File: src/rtl/ttt_move_engine.sv
// ttt_move_engine: N x N tic-tac-toe opponent.
//
// A start request snapshots the board and mode. The engine then scans the
// 2N+2 lines, one per clock: rows, columns, the main diagonal and the
// anti-diagonal. On each line it records the first winning square and the
// first blocking square it finds. A final PICK cycle chooses the move by
// priority: win > block > center > corner > first empty. The result is held
// until the next PICK or until reset.
//
// Ports:
//   clk, reset  clock; asynchronous active-high reset
//   start       move request, sampled only while idle
//   board       2 bits per cell, cell k (1-based, row-major) at [2k-1:2k-2]
//               00 empty, 01 human, 10 computer, 11 illegal
//   mode        00/11 full strategy, 01 easy (no win/block), 10 first empty
//   busy        scan or pick in progress
//   done        one-cycle pulse when the result registers update
//   computer    1 when comppos holds a legal move
//   comppos     chosen cell, 1-based; 0 = no move
//   reason      0 none, 1 win, 2 block, 3 center, 4 corner, 5 first empty
//   board_full  snapshot had no empty cell
//   bad_board   snapshot contained an illegal (11) cell
module ttt_move_engine #(
  parameter int N     = 3,
  parameter int POS_W = $clog2(N*N+1)
) (
  input  logic               clk,
  input  logic               reset,
  input  logic               start,
  input  logic [2*N*N-1:0]   board,
  input  logic [1:0]         mode,
  output logic               busy,
  output logic               done,
  output logic               computer,
  output logic [POS_W-1:0]   comppos,
  output logic [2:0]         reason,
  output logic               board_full,
  output logic               bad_board
);

  localparam int CELLS  = N*N;
  localparam int LINES  = 2*N + 2;
  localparam int LW     = $clog2(LINES);
  localparam int CENTER = (N*N + 1) / 2;
  localparam int CRN1   = 1;
  localparam int CRN2   = N;
  localparam int CRN3   = N*N - N + 1;
  localparam int CRN4   = N*N;
  localparam logic [LW-1:0] LAST_LINE = LW'(LINES - 1);

  localparam logic [2:0] R_NONE   = 3'd0;
  localparam logic [2:0] R_WIN    = 3'd1;
  localparam logic [2:0] R_BLOCK  = 3'd2;
  localparam logic [2:0] R_CENTER = 3'd3;
  localparam logic [2:0] R_CORNER = 3'd4;
  localparam logic [2:0] R_FIRST  = 3'd5;

  typedef enum logic [1:0] {IDLE, SCAN, PICK} state_t;

  state_t             state;
  logic [2*N*N-1:0]   snap;
  logic [1:0]         snap_mode;
  logic [LW-1:0]      line;
  logic               win_valid, blk_valid;
  logic [POS_W-1:0]   win_pos, blk_pos;

  logic [POS_W-1:0]   row_i, col_i, idx_i;
  logic [1:0]         cell_i;
  logic [POS_W-1:0]   cnt_c, cnt_h, cnt_e;
  logic [POS_W-1:0]   line_empty;
  logic [POS_W-1:0]   first_empty, corner_pos;
  logic               any_empty, any_bad, corner_found, center_ok;

  // Per-line tally for the line selected by the counter. Every line lists
  // its cells in ascending index order, so walking i downwards leaves the
  // lowest-index empty cell in line_empty.
  always_comb begin
    cnt_c      = '0;
    cnt_h      = '0;
    cnt_e      = '0;
    line_empty = '0;
    row_i      = '0;
    col_i      = '0;
    idx_i      = '0;
    cell_i     = '0;
    for (int i = N-1; i >= 0; i--) begin
      if (line < LW'(N)) begin
        row_i = POS_W'(line);
        col_i = POS_W'(i);
      end else if (line < LW'(2*N)) begin
        row_i = POS_W'(i);
        col_i = POS_W'(line) - POS_W'(N);
      end else if (line == LW'(2*N)) begin
        row_i = POS_W'(i);
        col_i = POS_W'(i);
      end else begin
        row_i = POS_W'(i);
        col_i = POS_W'(N-1-i);
      end
      idx_i  = row_i * POS_W'(N) + col_i;
      cell_i = snap[2*idx_i +: 2];
      case (cell_i)
        2'b00: begin
          cnt_e      = cnt_e + POS_W'(1);
          line_empty = idx_i + POS_W'(1);
        end
        2'b01:   cnt_h = cnt_h + POS_W'(1);
        2'b10:   cnt_c = cnt_c + POS_W'(1);
        default: ;
      endcase
    end
  end

  // Whole-snapshot facts used in PICK: the lowest empty cell, any illegal
  // cell, and the lowest empty corner (checked high-to-low so lowest wins).
  always_comb begin
    first_empty  = '0;
    any_empty    = 1'b0;
    any_bad      = 1'b0;
    for (int k = CELLS-1; k >= 0; k--) begin
      if (snap[2*k +: 2] == 2'b00) begin
        first_empty = POS_W'(k + 1);
        any_empty   = 1'b1;
      end
      if (snap[2*k +: 2] == 2'b11) any_bad = 1'b1;
    end
    corner_found = 1'b0;
    corner_pos   = '0;
    if (snap[2*CRN4-2 +: 2] == 2'b00) begin corner_found = 1'b1; corner_pos = POS_W'(CRN4); end
    if (snap[2*CRN3-2 +: 2] == 2'b00) begin corner_found = 1'b1; corner_pos = POS_W'(CRN3); end
    if (snap[2*CRN2-2 +: 2] == 2'b00) begin corner_found = 1'b1; corner_pos = POS_W'(CRN2); end
    if (snap[2*CRN1-2 +: 2] == 2'b00) begin corner_found = 1'b1; corner_pos = POS_W'(CRN1); end
    center_ok = (N % 2 == 1) && (snap[2*CENTER-2 +: 2] == 2'b00);
  end

  // Control FSM. Result registers change only in PICK, so they hold across
  // a new request until that request completes.
  always_ff @(posedge clk or posedge reset) begin
    if (reset) begin
      state      <= IDLE;
      snap       <= '0;
      snap_mode  <= '0;
      line       <= '0;
      win_valid  <= 1'b0;
      win_pos    <= '0;
      blk_valid  <= 1'b0;
      blk_pos    <= '0;
      busy       <= 1'b0;
      done       <= 1'b0;
      computer   <= 1'b0;
      comppos    <= '0;
      reason     <= R_NONE;
      board_full <= 1'b0;
      bad_board  <= 1'b0;
    end else begin
      done <= 1'b0;
      case (state)
        IDLE: begin
          if (start) begin
            snap      <= board;
            snap_mode <= mode;
            line      <= '0;
            win_valid <= 1'b0;
            win_pos   <= '0;
            blk_valid <= 1'b0;
            blk_pos   <= '0;
            busy      <= 1'b1;
            state     <= SCAN;
          end
        end
        SCAN: begin
          if (!win_valid && cnt_c == POS_W'(N-1) && cnt_e == POS_W'(1)) begin
            win_valid <= 1'b1;
            win_pos   <= line_empty;
          end
          if (!blk_valid && cnt_h == POS_W'(N-1) && cnt_e == POS_W'(1)) begin
            blk_valid <= 1'b1;
            blk_pos   <= line_empty;
          end
          if (line == LAST_LINE) state <= PICK;
          else                   line  <= line + LW'(1);
        end
        PICK: begin
          board_full <= !any_empty;
          bad_board  <= any_bad;
          done       <= 1'b1;
          busy       <= 1'b0;
          state      <= IDLE;
          computer   <= any_empty;
          comppos    <= '0;
          reason     <= R_NONE;
          if (any_empty) begin
            if ((snap_mode == 2'b00 || snap_mode == 2'b11) && win_valid) begin
              comppos <= win_pos;
              reason  <= R_WIN;
            end else if ((snap_mode == 2'b00 || snap_mode == 2'b11) && blk_valid) begin
              comppos <= blk_pos;
              reason  <= R_BLOCK;
            end else if (snap_mode != 2'b10 && center_ok) begin
              comppos <= POS_W'(CENTER);
              reason  <= R_CENTER;
            end else if (snap_mode != 2'b10 && corner_found) begin
              comppos <= corner_pos;
              reason  <= R_CORNER;
            end else begin
              comppos <= first_empty;
              reason  <= R_FIRST;
            end
          end
        end
        default: state <= IDLE;
      endcase
    end
  end

endmodule

File: config.mk
export PLATFORM = sky130hd
export DESIGN_NAME = ttt_move_engine
export DESIGN_NICKNAME = d
export VERILOG_FILES = /design/src/rtl/ttt_move_engine.sv
export SDC_FILE = /design/constraint.sdc
export NUM_CORES = 1
export LEC_CHECK = 0
export CAP_MARGIN = 10
export CORE_ASPECT_RATIO = 1.5
export CORE_MARGIN = 8
export CORE_UTILIZATION = 35
export CTS_CLUSTER_DIAMETER = 200
export DETAILED_ROUTE_END_ITERATION = 16
export SLEW_MARGIN = 5
export SYNTH_ARGS = -nofsm -noshare
export SYNTH_HDL_FRONTEND = slang
export SYNTH_SLANG_ARGS = --single-unit
File: constraint.sdc
create_clock -name clk -period 6.67 [get_ports clk]
set_input_delay 0.667 -clock clk [delete_from_list [all_inputs] [get_ports clk]]
set_output_delay 0.667 -clock clk [all_outputs]
set_load 0.005 [all_outputs]
==> flow_summary.toml, run 1 <==
[critical_path]
crit_arrival_ns = 6.02
setup.worst_path.start_class = "register"
worstPathRequired_ns = 6.84
cp_max_fo = 26
crit_type = "register to register"
end_kind = "register"

[sta]
final-max-slew-violation-count = 0
slew_headroom_pct = 32.4
fin_setup_tns_ns = 0
max_freq_mhz = 171
worst_pin_slew_ns = 1.01
setup_viol = 0
rsz0062_at_grt = "no"
finalHoldViolations = 0
post-route-min-period_ns = 5.85
worst_clock_skew_ns = 0.00813
finalCritPeriodShare_pct = 87.7

[cts]
cts_root_buf = "clkbuf_16"
cts_sinks = 47
holdBufCountCts = 0
cts_buffers = 5
h-tree-depth = 2
cts_resized = 0
post_cts_buffers = 0
tritoncts = "yes"
path_clk_slew_ns = 0.07
clk_latency_ns = 0.29
clockBufferDepth = 2

[floorplanning]
fp-row-count = 46
io_pins = 35
start_util_pct = 35.9
core_area_sq_um = 10600
die_area_sq_um = 14500
die_w_um = 101
die_h_um = 144

[yosys]
synth_edf_count = 0
synth_fp_nets = 490
synth_top_family_by_area = "compound AO/OA/AOI/OAI gates"
ys.flop_type = "dfrtp_1"
synthMuxAreaShare_pct = 9.64
synthArstFlopShare_pct = 100
avgSynthCellArea_sq_um = 8.55
synth_compound_area_share_pct = 22.7
yosysUniqueCellTypes = 66
ys_warn_count = 0
syn_area_sq_um = 3800
seq_area_frac_synth_pct = 30.9
synth_xor_area_share_pct = 2.20
syn_inst = 445
synth_adder_area_share_pct = 8.22
synthSimpleGateAreaFrac_pct = 20.9
ys_ff_latch = 47

[global_route]
grt_pass1_wl_um = 17900
overflow = 0
grt_start_max_net_pins = 48
grt_usage_pct = 15.9
grt_pass1_vias = 3507
antenna_found_initial = 0

[layout]
final_nets = 518
regArea_sq_um = 1180
multi_input_area_sq_um = 2430
fillers = 1098
final_cell_area_sq_um = 4420
diodes = 0
drive_gt1_share_pct = 7.81
area_growth_pct = 16.2

[run_status]
status = "completed"

[route]
drt-initial-drc-count = 232
first_pass_iters = 4
via_count = 3386
routed_wl_um = 11100
wl_per_cell_um = 17.9
ant_nets = 0
drc_errors = 0
vias_per_cell = 5.48

[place]
portBuffers = 34
dpl.hpwl_um = 8580
place_congestion = 0.947
placed_area_sq_um = 4270

[flow_run]
maxCapViolations = 0

[hold_path]
hp-class = "register to register"
final cells by class:
type | count | area share (%)
clock buffers | 6 | 2.92
clock inverters | 2 | 0.368
inverters | 26 | 2.27
multi-input cells | 353 | 55.0
flip-flops and latches | 47 | 26.6
well taps | 144 | 4.08
repair buffers | 40 | 8.72
kinds of logic (layout without fill, tap and decap cells):
group	Yosys count	after routing
other	2	2
DFF	47	47
buffers and inverters	45	74
AOI/OAI and AO/OA	117	117
and+or+nand+nor	175	175
xor gates and xnor gates	8	8
muxes	29	29
adders and majority gates	22	22
synthesized netlist by cell type, types with 4 or more instances:
| cell type | n | area [sq um] |
|---|---|---|
| nor2b_1 | 9 | 56.3 |
| a21o_1 | 9 | 67.6 |
| nand2_1 | 97 | 364 |
| nor3_1 | 4 | 20.0 |
| a31oi_1 | 8 | 50.1 |
| mux2i_1 | 10 | 100 |
| a211o_1 | 7 | 61.3 |
| o211ai_1 | 10 | 75.1 |
| nor2_1 | 26 | 97.6 |
| ha_1 | 17 | 213 |
| buf_2 | 6 | 30.0 |
| o21ai_0 | 23 | 115 |
| fa_1 | 5 | 100 |
| inv_1 | 25 | 93.8 |
| nand4_1 | 5 | 31.3 |
| nand3_1 | 6 | 30.0 |
| clkbuf_1 | 9 | 33.8 |
| dfrtp_1 | 47 | 1180 |
| mux2_2 | 8 | 90.1 |
| nand2b_1 | 4 | 25.0 |
| nor3b_1 | 6 | 45.0 |
| mux2_1 | 6 | 67.6 |
| o22ai_1 | 5 | 31.3 |
| and2_1 | 7 | 43.8 |
| a22o_1 | 4 | 35.0 |
| a21oi_1 | 15 | 75.1 |
| xnor2_1 | 4 | 35.0 |
cells in the final DEF (no fill, tap or decap), types with 6 or more instances in the layout:
master,instances
buf_4,6
and2_1,7
inv_1,24
a21oi_1,15
o21ai_0,23
nand3_1,6
a31oi_1,8
mux2_2,8
nor2_1,26
a211o_1,7
dfrtp_1,47
nor2b_1,9
ha_1,17
o211ai_1,10
a21o_1,9
nand2_1,97
mux2i_1,10
mux2_1,6
clkdlybuf4s50_1,34
worst max-delay path, stage by stage, from the launching register on:
cell	delay (ns)
dfrtp_1	0.38
ha_1	0.22
inv_1	0.06
ha_1	0.19
buf_4	0.31
and2_1	0.22
inv_1	0.12
fa_1	0.53
fa_1	0.57
inv_1	0.12
a2111oi_0	0.64
o21ai_0	0.21
nand2_1	0.16
o31ai_4	0.12
ha_1	0.32
nor3b_1	0.47
nand2_1	0.09
a311oi_1	0.35
nor4_1	0.09
a32o_1	0.25
mux2_1	0.32
routing by layer:
layer  vias up  global-route usage (%)  wire [um]
li1       1649                       -          -
met1      1650                    17.6       4560
met2        66                    28.8       5870
met3        21                    1.84        268
met4         0                    8.20        376
met5         -                       0          0
final timing paths:
| path | cells after the start | to | from | slack (ns) |
|---|---|---|---|---|
| worst max-delay path | 20 | win_pos[3]$_DFFE_PP0P_ | line[0]$_DFFE_PP0P_ | 0.82 |
| worst min register to register | 1 | comppos[1]$_DFFE_PP0P_ | comppos[1]$_DFFE_PP0P_ | 0.49 |
| max in group asynchronous | 2 | win_pos[1]$_DFFE_PP0P_ | reset | 5.15 |
| worst min-delay path | 1 | comppos[1]$_DFFE_PP0P_ | comppos[1]$_DFFE_PP0P_ | 0.49 |
| min in group asynchronous | 2 | snap[15]$_DFFE_PP0P_ | reset | 0.92 |
| worst max register to register | 20 | win_pos[3]$_DFFE_PP0P_ | line[0]$_DFFE_PP0P_ | 0.82 |
state kept, by name, summed over array words and instances, names as in the netlist, 2 cells and up:
name	flops
snap	18
reason	3
snap_mode	2
state	2
blk_pos	4
comppos	4
win_pos	4
line	3
stage by stage:
stage / instances / hold slack (ns) / utilization (%) / setup WS (ns)
floorplan: 445 / 0.450 / - / 1.29
global placement: 610 / 0.465 / 40.3 / 1.03
detailed placement: 610 / 0.469 / 40.3 / 0.869
CTS: 618 / 0.490 / 41.7 / 0.840
global route: 618 / 0.504 / 41.7 / 0.313
finish: 618 / 0.489 / 41.7 / 0.823
Power of run 1 is left out: the tool's default activity adds up to more than one toggle a clock period on the data nets, which glitch-free logic cannot reach.
==> inputs of run 2 (changes only) <==
- CORE_UTILIZATION: 35 -> 57
- PLACE_DENSITY: not set -> 0.79
==> run 2 against run 1 <==
  * Global-route usage grew 7.6 points
  * Flip-flop and latch count did not move
  * Highest routed layer unchanged
  * Maximum frequency up 0.18%
  * Largest cell class unchanged
  * Critical path type unchanged
  * Setup slack gained 0.010 ns
  * Via count rose by 2.8%
  * Routed wire length is 4.8% lower
  * Core utilization grew 25 points
==> flow_summary.toml, run 2 (same netlist as run 1, synthesis figures left out) <==
[hold_path]
hp-class = "register to register"

[cts]
holdBufCountCts = 0
cts_sinks = 47
cts_resized = 0
cts_root_buf = "clkbuf_8"
path_clk_slew_ns = 0.10
post_cts_buffers = 0
clk_latency_ns = 0.32
tritoncts = "yes"
cts_buffers = 5
h-tree-depth = 2
clockBufferDepth = 2

[critical_path]
worstPathRequired_ns = 6.87
cp_top_family = "compound AO/OA/AOI/OAI gates"
r2r_end = "win_pos[1]$_DFFE_PP0P_"
end_kind = "register"
crit_arrival_ns = 6.03
setup.worst_path.start_class = "register"
crit_path_top_delay_cell = "dfrtp_1"
cp.depth = 19
crit_chain = "inv_1, ha_1, buf_4, a21oi_4, nand2b_1, fa_1, fa_1, inv_1, a2111oi_0, o21ai_0, nand2_1, o31ai_4, ha_1, nor3b_1, nand2_1, a311oi_1, nor4_1, a32o_1, mux2_1"
crit_buf_inv = 3
timing.rr.start = "line[2]$_DFFE_PP0P_"
ff2ff_path_depth = 19
crit_type = "register to register"
cp-endpoint = "win_pos[1]$_DFFE_PP0P_"
startpoint = "line[2]$_DFFE_PP0P_"
rrSetupSlack_ns = 0.83
cp_slowest_stage_delay_ns = 0.72
cp_max_fo = 24

[layout]
diodes = 0
multi_input_area_sq_um = 2430
final_common_cell = "nand2_1"
final_nets = 519
drive_gt1_share_pct = 8.21
final_cell_mix = "nand2_1, dfrtp_1, clkdlybuf4s50_1, nor2_1, inv_1"
regArea_sq_um = 1180
area_growth_pct = 13.0
fillers = 567
largest_register_ffs = 18
largest-register = "snap"

[route]
drc_errors = 0
drt-initial-drc-count = 203
routed_wl_um = 10500
first_pass_iters = 5
via_count = 3482
ant_nets = 0
wl_per_cell_um = 19.1
vias_per_cell = 6.32

[global_route]
overflow = 0
antenna_found_initial = 0
grt_pass1_wl_um = 17400
grt_start_max_net_pins = 48
grt_usage_pct = 23.5
grt_pass1_vias = 3511

[floorplanning]
io_pins = 35
die_w_um = 82.7
start_util_pct = 58.6
core_area_sq_um = 6490
die_area_sq_um = 9600
fp-row-count = 36
die_h_um = 116

[flow_run]
maxCapViolations = 0

[place]
portBuffers = 34
dpl.hpwl_um = 8080
place_congestion = 0.979

[sta]
finalHoldViolations = 0
worst_pin_slew_ns = 0.965
rsz0062_at_grt = "no"
worst_clock_skew_ns = 0.0154
setup_viol = 0
slew_headroom_pct = 35.6
fin_setup_tns_ns = 0
final-max-slew-violation-count = 0
post-route-min-period_ns = 5.84
max_freq_mhz = 171
finalCritPeriodShare_pct = 87.5

[run_status]
status = "completed"
[run 2: cell types whose count changed in the layout (fill, tap and decap cells not counted)]
cell       change
clkbuf_1       -1
inv_6          -1
clkbuf_16      -5
buf_4          +1
clkbuf_8       +7
[run 2: worst min-delay path by stage]
stage	from	end	slack, ns	cells past startpoint
global route	computer$_DFFE_PP0P_	computer$_DFFE_PP0P_	0.51	1
floorplan	snap_mode[1]$_DFFE_PP0P_	snap_mode[1]$_DFFE_PP0P_	0.45	2
finish	computer$_DFFE_PP0P_	computer$_DFFE_PP0P_	0.49	1
CTS	computer$_DFFE_PP0P_	computer$_DFFE_PP0P_	0.49	1
detailed placement	computer$_DFFE_PP0P_	computer$_DFFE_PP0P_	0.47	1
global placement	computer$_DFFE_PP0P_	computer$_DFFE_PP0P_	0.46	1
[run 2: layout make-up]
class	instances	area share (%)
Clock buffer	7	2.24
Clock inverter	1	0.175
Inverter	26	2.33
Multi-Input combinational cell	353	56.5
Sequential cell	47	27.4
Tap cell	76	2.21
Timing Repair Buffer	41	9.14
[run 2: metal layers]
layer,vias to the layer above,GRT usage [%],wire [um],share of wire (%)
met2,113,38.5,5270,50
li1,1643,-,-,-
met5,-,0,0,0
met3,41,3.49,385,3.7
met1,1685,28.0,4340,41
met4,0,13.9,541,5.1
[run 2: per-stage QoR]
stage | cell area (sq um) | utilization (%) | cells | setup slack (ns) | hold WS (ns)
2_1_floorplan | 3800 | - | 445 | 1.29 | 0.450
3_3_place_gp | 4200 | 64.7 | 543 | 1.11 | 0.462
3_5_place_dp | 4200 | 64.7 | 543 | 0.879 | 0.469
4_1_cts | 4300 | 66.3 | 551 | 0.850 | 0.494
5_1_grt | 4300 | 66.3 | 551 | 0.327 | 0.509
6_report | 4300 | 66.3 | 551 | 0.833 | 0.489
Power of run 2 is left out for the same reason.
==> inputs of run 3 (changes only) <==
- CTS_CLUSTER_DIAMETER: 200 -> 120
==> results of run 3 <==
Final layout, timing and power as in run 2 (identical DEF).
Power of run 3 is left out for the same reason.
